==> config.mk <==
export PLATFORM = sky130hd
export DESIGN_NAME = hex_keypad_scanner
export DESIGN_NICKNAME = d
export VERILOG_FILES = /design/src/rtl/hex_keypad_scanner_pkg.sv /design/src/rtl/hex_keypad_scanner_tick_gen.sv /design/src/rtl/hex_keypad_scanner.sv
export SDC_FILE = /design/constraint.sdc
export NUM_CORES = 1
export LEC_CHECK = 0
export CAP_MARGIN = 10
export CORE_MARGIN = 1
export CORE_UTILIZATION = 54
export DETAILED_ROUTE_END_ITERATION = 16
export GPL_ROUTABILITY_DRIVEN = 0
export GPL_TIMING_DRIVEN = 0
export HOLD_SLACK_MARGIN = 0.1
export PLACE_DENSITY = 0.78
export SYNTH_ARGS = -nofsm -noshare
export SYNTH_HDL_FRONTEND = slang
export SYNTH_SLANG_ARGS = --single-unit
==> constraint.sdc <==
create_clock -name clk -period 3.75 [get_ports clk]
set_clock_uncertainty 0.2 [all_clocks]
set_input_delay 0.75 -clock clk [delete_from_list [all_inputs] [get_ports clk]]
set_output_delay 0.75 -clock clk [all_outputs]
set_load 0.005 [all_outputs]
==> src/rtl/hex_keypad_scanner_pkg.sv <==
// Shared definitions for the hex keypad scanner: FSM state encoding, idle/reset
// patterns for the active-low row and column buses, and small decode helpers.
package hex_keypad_scanner_pkg;

    typedef enum logic [1:0] {
        ST_SCAN     = 2'd0,
        ST_DEBOUNCE = 2'd1,
        ST_PRESSED  = 2'd2,
        ST_RELEASE  = 2'd3
    } scan_state_t;

    localparam logic [3:0] COL_RESET = 4'b1110;
    localparam logic [3:0] ROW_IDLE  = 4'hF;

    // True when exactly one line of an active-low 4-bit bus is pulled low.
    function automatic logic single_zero(input logic [3:0] v);
        return ($countones(~v) == 1);
    endfunction

    function automatic logic [1:0] zero_idx(input logic [3:0] v);
        logic [1:0] idx;
        idx = 2'd0;
        for (int i = 3; i >= 0; i--) begin
            if (!v[i]) idx = 2'(i);
        end
        return idx;
    endfunction

    // 1110 -> 1101 -> 1011 -> 0111 -> 1110
    function automatic logic [3:0] next_col(input logic [3:0] c);
        return {c[2:0], c[3]};
    endfunction

endpackage

==> src/rtl/hex_keypad_scanner_tick_gen.sv <==
// Free-running column-dwell divider: counts 0..DIV-1 and flags the last count.
module scan_tick_gen #(
    parameter int DIV = 50000
) (
    input  logic clk,
    input  logic rst_n,
    output logic tick
);

    localparam int W = (DIV > 1) ? $clog2(DIV) : 1;
    localparam logic [W-1:0] LAST = W'(DIV - 1);

    logic [W-1:0] cnt;

    always_ff @(posedge clk or negedge rst_n) begin
        if (!rst_n) begin
            cnt <= '0;
        end else if (cnt == LAST) begin
            cnt <= '0;
        end else begin
            cnt <= cnt + W'(1);
        end
    end

    assign tick = (cnt == LAST);

endmodule

==> src/rtl/hex_keypad_scanner.sv <==
// 4x4 hex keypad scanner: rotates an active-low column strobe, debounces press and
// release of a single key, and shifts each accepted key code into a 32-bit entry register.
module hex_keypad_scanner
    import hex_keypad_scanner_pkg::*;
#(
    parameter int SCAN_DIV     = 50000,
    parameter int DEBOUNCE_CNT = 4
) (
    input  logic        clk,
    input  logic        rst_n,
    input  logic [3:0]  row_in,
    output logic [3:0]  col_out,
    output logic [3:0]  key_code,
    output logic        key_valid,
    output logic        key_held,
    output logic [31:0] entry,
    input  logic        entry_clr
);

    localparam int DW = $clog2(DEBOUNCE_CNT) + 1;
    localparam logic [DW-1:0] DCNT_LAST = DW'(DEBOUNCE_CNT - 1);

    logic        tick;
    logic [3:0]  rs_meta;
    logic [3:0]  rs;

    scan_state_t state, state_next;
    logic [3:0]  col, col_next;
    logic [3:0]  row_lat, row_lat_next;
    logic [DW-1:0] dcnt, dcnt_next;
    logic [DW-1:0] dcnt_inc;
    logic [3:0]  key_code_next;
    logic        key_valid_next;
    logic        key_held_next;

    scan_tick_gen #(
        .DIV (SCAN_DIV)
    ) u_tick (
        .clk   (clk),
        .rst_n (rst_n),
        .tick  (tick)
    );

    // Rows come straight off the keypad, so they are resynchronised before use.
    always_ff @(posedge clk or negedge rst_n) begin
        if (!rst_n) begin
            rs_meta <= ROW_IDLE;
            rs      <= ROW_IDLE;
        end else begin
            rs_meta <= row_in;
            rs      <= rs_meta;
        end
    end

    always_ff @(posedge clk or negedge rst_n) begin
        if (!rst_n) begin
            state     <= ST_SCAN;
            col       <= COL_RESET;
            row_lat   <= ROW_IDLE;
            dcnt      <= '0;
            key_code  <= 4'h0;
            key_valid <= 1'b0;
            key_held  <= 1'b0;
        end else begin
            state     <= state_next;
            col       <= col_next;
            row_lat   <= row_lat_next;
            dcnt      <= dcnt_next;
            key_code  <= key_code_next;
            key_valid <= key_valid_next;
            key_held  <= key_held_next;
        end
    end

    assign dcnt_inc = dcnt + DW'(1);

    // The column is frozen outside SCAN, so col doubles as the latched column of the key.
    always_comb begin
        state_next     = state;
        col_next       = col;
        row_lat_next   = row_lat;
        dcnt_next      = dcnt;
        key_code_next  = key_code;
        key_valid_next = 1'b0;
        key_held_next  = key_held;

        if (tick) begin
            case (state)
                ST_SCAN: begin
                    if (single_zero(rs)) begin
                        row_lat_next = rs;
                        dcnt_next    = '0;
                        state_next   = ST_DEBOUNCE;
                    end else begin
                        col_next = next_col(col);
                    end
                end
                ST_DEBOUNCE: begin
                    if (rs == row_lat) begin
                        dcnt_next = dcnt_inc;
                        if (dcnt_inc >= DCNT_LAST) begin
                            state_next     = ST_PRESSED;
                            key_valid_next = 1'b1;
                            key_held_next  = 1'b1;
                            key_code_next  = {zero_idx(row_lat), zero_idx(col)};
                        end
                    end else begin
                        state_next = ST_SCAN;
                        col_next   = next_col(col);
                    end
                end
                ST_PRESSED: begin
                    if (rs == ROW_IDLE) begin
                        dcnt_next  = '0;
                        state_next = ST_RELEASE;
                    end
                end
                ST_RELEASE: begin
                    if (rs == ROW_IDLE) begin
                        dcnt_next = dcnt_inc;
                        if (dcnt_inc >= DCNT_LAST) begin
                            key_held_next = 1'b0;
                            state_next    = ST_SCAN;
                            col_next      = next_col(col);
                        end
                    end else begin
                        state_next = ST_PRESSED;
                    end
                end
                default: begin
                    state_next = ST_SCAN;
                end
            endcase
        end
    end

    // A clear in the same cycle as a new key wins; that key never reaches entry.
    always_ff @(posedge clk or negedge rst_n) begin
        if (!rst_n) begin
            entry <= 32'h0;
        end else if (entry_clr) begin
            entry <= 32'h0;
        end else if (key_valid) begin
            entry <= {entry[27:0], key_code};
        end
    end

    assign col_out = col;

endmodule

==> impl_metrics.ini <==
[cts]
clk_latency_ns = 0.34
cts_setup_buffers = 0
path_clk_slew_ns = 0.08
h-tree-depth = 3
root_buffer = clkbuf_8
clockBufferDepth = 2
cts_sinks = 75
cts_buffers = 9
cts_tree = yes
ctsResizeCount = 0
holdBufCountCts = 0

[min_path]
hold_depth = 0
hold_class = flip-flop to flip-flop

[setup_path]
worst-path-stages = 8
r2r_cells = 8
crit_family = simple AND/OR/NAND/NOR gates
worstSetupEndpointType = flip-flop
crit_chain = fa_1 > inv_1 > ha_1 > ha_1 > or4b_2 > or3_1 > buf_2 > mux2_4
path_max_fanout = 6
worstSetupStartpointType = flip-flop
worst_ep_required_time_ns = 3.82
crit_top_cell = ha_1
slowest_delay_ns = 0.68
path_class = flip-flop to flip-flop
cp_slowest_cell = or4b_2
reg2reg_slack_ns = 0.54
path_buf_inv = 2
cp.arrival_ns = 3.28

[detailed_routing]
drc_errors = 0
via_per_inst = 5.37
wire_per_inst_um = 14.2
ant_nets = 0
drt_pass1_iterations = 4
wl_mm = 5.98
drt-initial-drc-count = 92
num_vias = 2259

[power]
clock_power_share = 0.441
combPwrFrac = 0.033
swShare = 0.222
peakVddDrop_mv = 0.264
power.net_switching_w = 0.000347
powerDensity_mw_per_mm2 = 380
leakagePower_nw = 1.72
p_seq_frac = 0.526
power.internal_w = 0.00121
p_total_w = 0.00156

[logic_synthesis]
synth_top_area_cell = dfrtp_1
syn-instance-count = 282
seq_area_frac_synth = 0.573
ys_warn_count = 0
synth-edff-count = 0
synth.area.top_cells = dfrtp_1 45%, dfstp_2 12%, mux2i_1 10%, nor2_1 5.1%, xor2_1 2.4%
syn_area_mm2 = 0.00331
synth-seq-cells = 75
syn_nets = 296
avgSynthCellArea_um2 = 11.7
ys.flop_type = dfrtp_1
synthDominantCellAreaShare = 0.454
async_flop_share = 1.00
synth_commonest_cells = 60 x dfrtp_1, 45 x nor2_1, 33 x mux2i_1
yosysMostFrequentCell = dfrtp_1
synth_cell_types = 41

[global_route]
grt_pass1_wl_mm = 10.2
grt_pass1_vias = 2201
grt_usage = 0.213
grt_max_degree = 76
grt-ovfl-total = 0
antenna_found_initial = 0

[layout]
regArea_mm2 = 0.00190
syn_to_final_growth_pct = 24.1
multi_input_area_mm2 = 0.00133
drive_above_1_share = 0.139
finalNonFillerCells = 421
nNetsFinal = 355
diodes = 0
n_fill_cell = 462

[sta]
slew_headroom = 0.405
post-route-min-period_ns = 3.21
fin_hold_ws_ns = 0.158
min_period_over_period = 0.856
maxSlewViolCount = 0
tns_ns = 0
finalHoldViolations = 0
tightestPinTransition_ns = 0.893
timing.fmax_ghz = 0.312
setup_viol = 0
rsz0062_at_grt = no

[floorplanning]
core_mm2 = 0.00592
die_area_mm2 = 0.00644
die_h_um = 80.3
top_level_ports = 49
die_w_um = 80.3
rows = 28
initial_core_util = 0.559

[placed_design]
dpl.hpwl_mm = 4.20
io_buffers = 48
placed_cells = 405

[run]
maxCapViolCount = 0

[run_status]
status = finished clean
[stage by stage]
step,setup slack (ns),util,area [um^2]
global placement,-0.735,0.656,3880
detailed placement,0.574,0.655,3880
floorplan,0.685,-,3310
global route,0.429,0.693,4100
CTS,0.559,0.693,4100
finish,0.540,0.693,4100
[layer usage]
metal / global-route usage / part of all wire / vias to the layer above
met5: 0 / 0 / -
met4: 0.116 / 0.021 / 0
met3: 0.0443 / 0.041 / 10
met2: 0.346 / 0.48 / 63
met1: 0.267 / 0.46 / 1092
li1: - / - / 1094
[sequential cells by signal (all words and copies together) (netlist names), 3 cells and up]
signal	cells
entry	32
rs_meta	4
u_tick.cnt	16
rs	4
key_code	4
row_lat	4
dcnt	3
col_out	4
[power groups by stage]
stage / registers [W] / clock network, W / logic (W)
3_5_place_dp: 0.000836 / 0 / 0.0000519
6_report: 0.000821 / 0.000687 / 0.0000513
2_1_floorplan: 0.000835 / 0 / 0.0000238
3_3_place_gp: 0.000836 / 0 / 0.0000513
4_1_cts: 0.000820 / 0.000698 / 0.0000524
5_1_grt: 0.000822 / 0.000738 / 0.0000597
[cell families (layout without fill, tap and decap cells)]
family,Yosys count,count (layout),synth area share
flip-flops,75,75,0.573
multiplexers,42,42,0.134
AND/OR/NAND/NOR,87,87,0.136
AO/OA/AOI/OAI,32,32,0.0579
XOR/XNOR,17,17,0.0450
adder cells (fa/ha/maj),7,7,0.0288
buffers and inverters,22,86,0.0253
[final timing paths]
kind	startpoint	endpoint
setup / recovery	rs[3]$_DFF_PN1_	row_lat[0]$_DFFE_PN1P_
hold / removal	rs_meta[3]$_DFF_PN1_	rs[3]$_DFF_PN1_
setup reg to reg	rs[3]$_DFF_PN1_	row_lat[0]$_DFFE_PN1P_
hold reg to reg	rs_meta[3]$_DFF_PN1_	rs[3]$_DFF_PN1_
max in group asynchronous	rst_n	col_out[0]$_DFFE_PN0P_
min in group asynchronous	rst_n	entry[10]$_DFFE_PN0P_
[placed cells by master, fill, tap and decap left out, types with 2 or more instances in the layout]
| cell type | n |
|---|---|
| ha_1 | 6 |
| nand2_1 | 9 |
| xor2_1 | 9 |
| dfrtp_1 | 60 |
| clkinvlp_4 | 2 |
| dfstp_2 | 15 |
| o21ai_0 | 14 |
| nor2_1 | 45 |
| and3_1 | 2 |
| buf_1 | 3 |
| bufinv_16 | 2 |
| clkbuf_8 | 9 |
| nor3_1 | 4 |
| inv_1 | 11 |
| mux2_4 | 3 |
| clkinv_4 | 2 |
| xnor2_1 | 8 |
| nand3_1 | 10 |
| nand4_1 | 4 |
| mux2i_1 | 33 |
| o31ai_1 | 2 |
| clkdlybuf4s50_1 | 47 |
| mux2_2 | 6 |
| o211ai_1 | 2 |
| a31oi_1 | 3 |
| or3_1 | 3 |
| a21oi_1 | 6 |
| clkbuf_1 | 6 |
[layout make-up]
cell class,instances,share of cell area
Clock buffer,9,0.0302
Buffer,10,0.00945
Inverter,12,0.0110
Multi-Input combinational cell,185,0.323
Clock inverter,7,0.0247
Sequential cell,75,0.462
Timing Repair Buffer,48,0.116
Tap cell,75,0.0229
No activity file was read; power rests on OpenSTA's default activity.
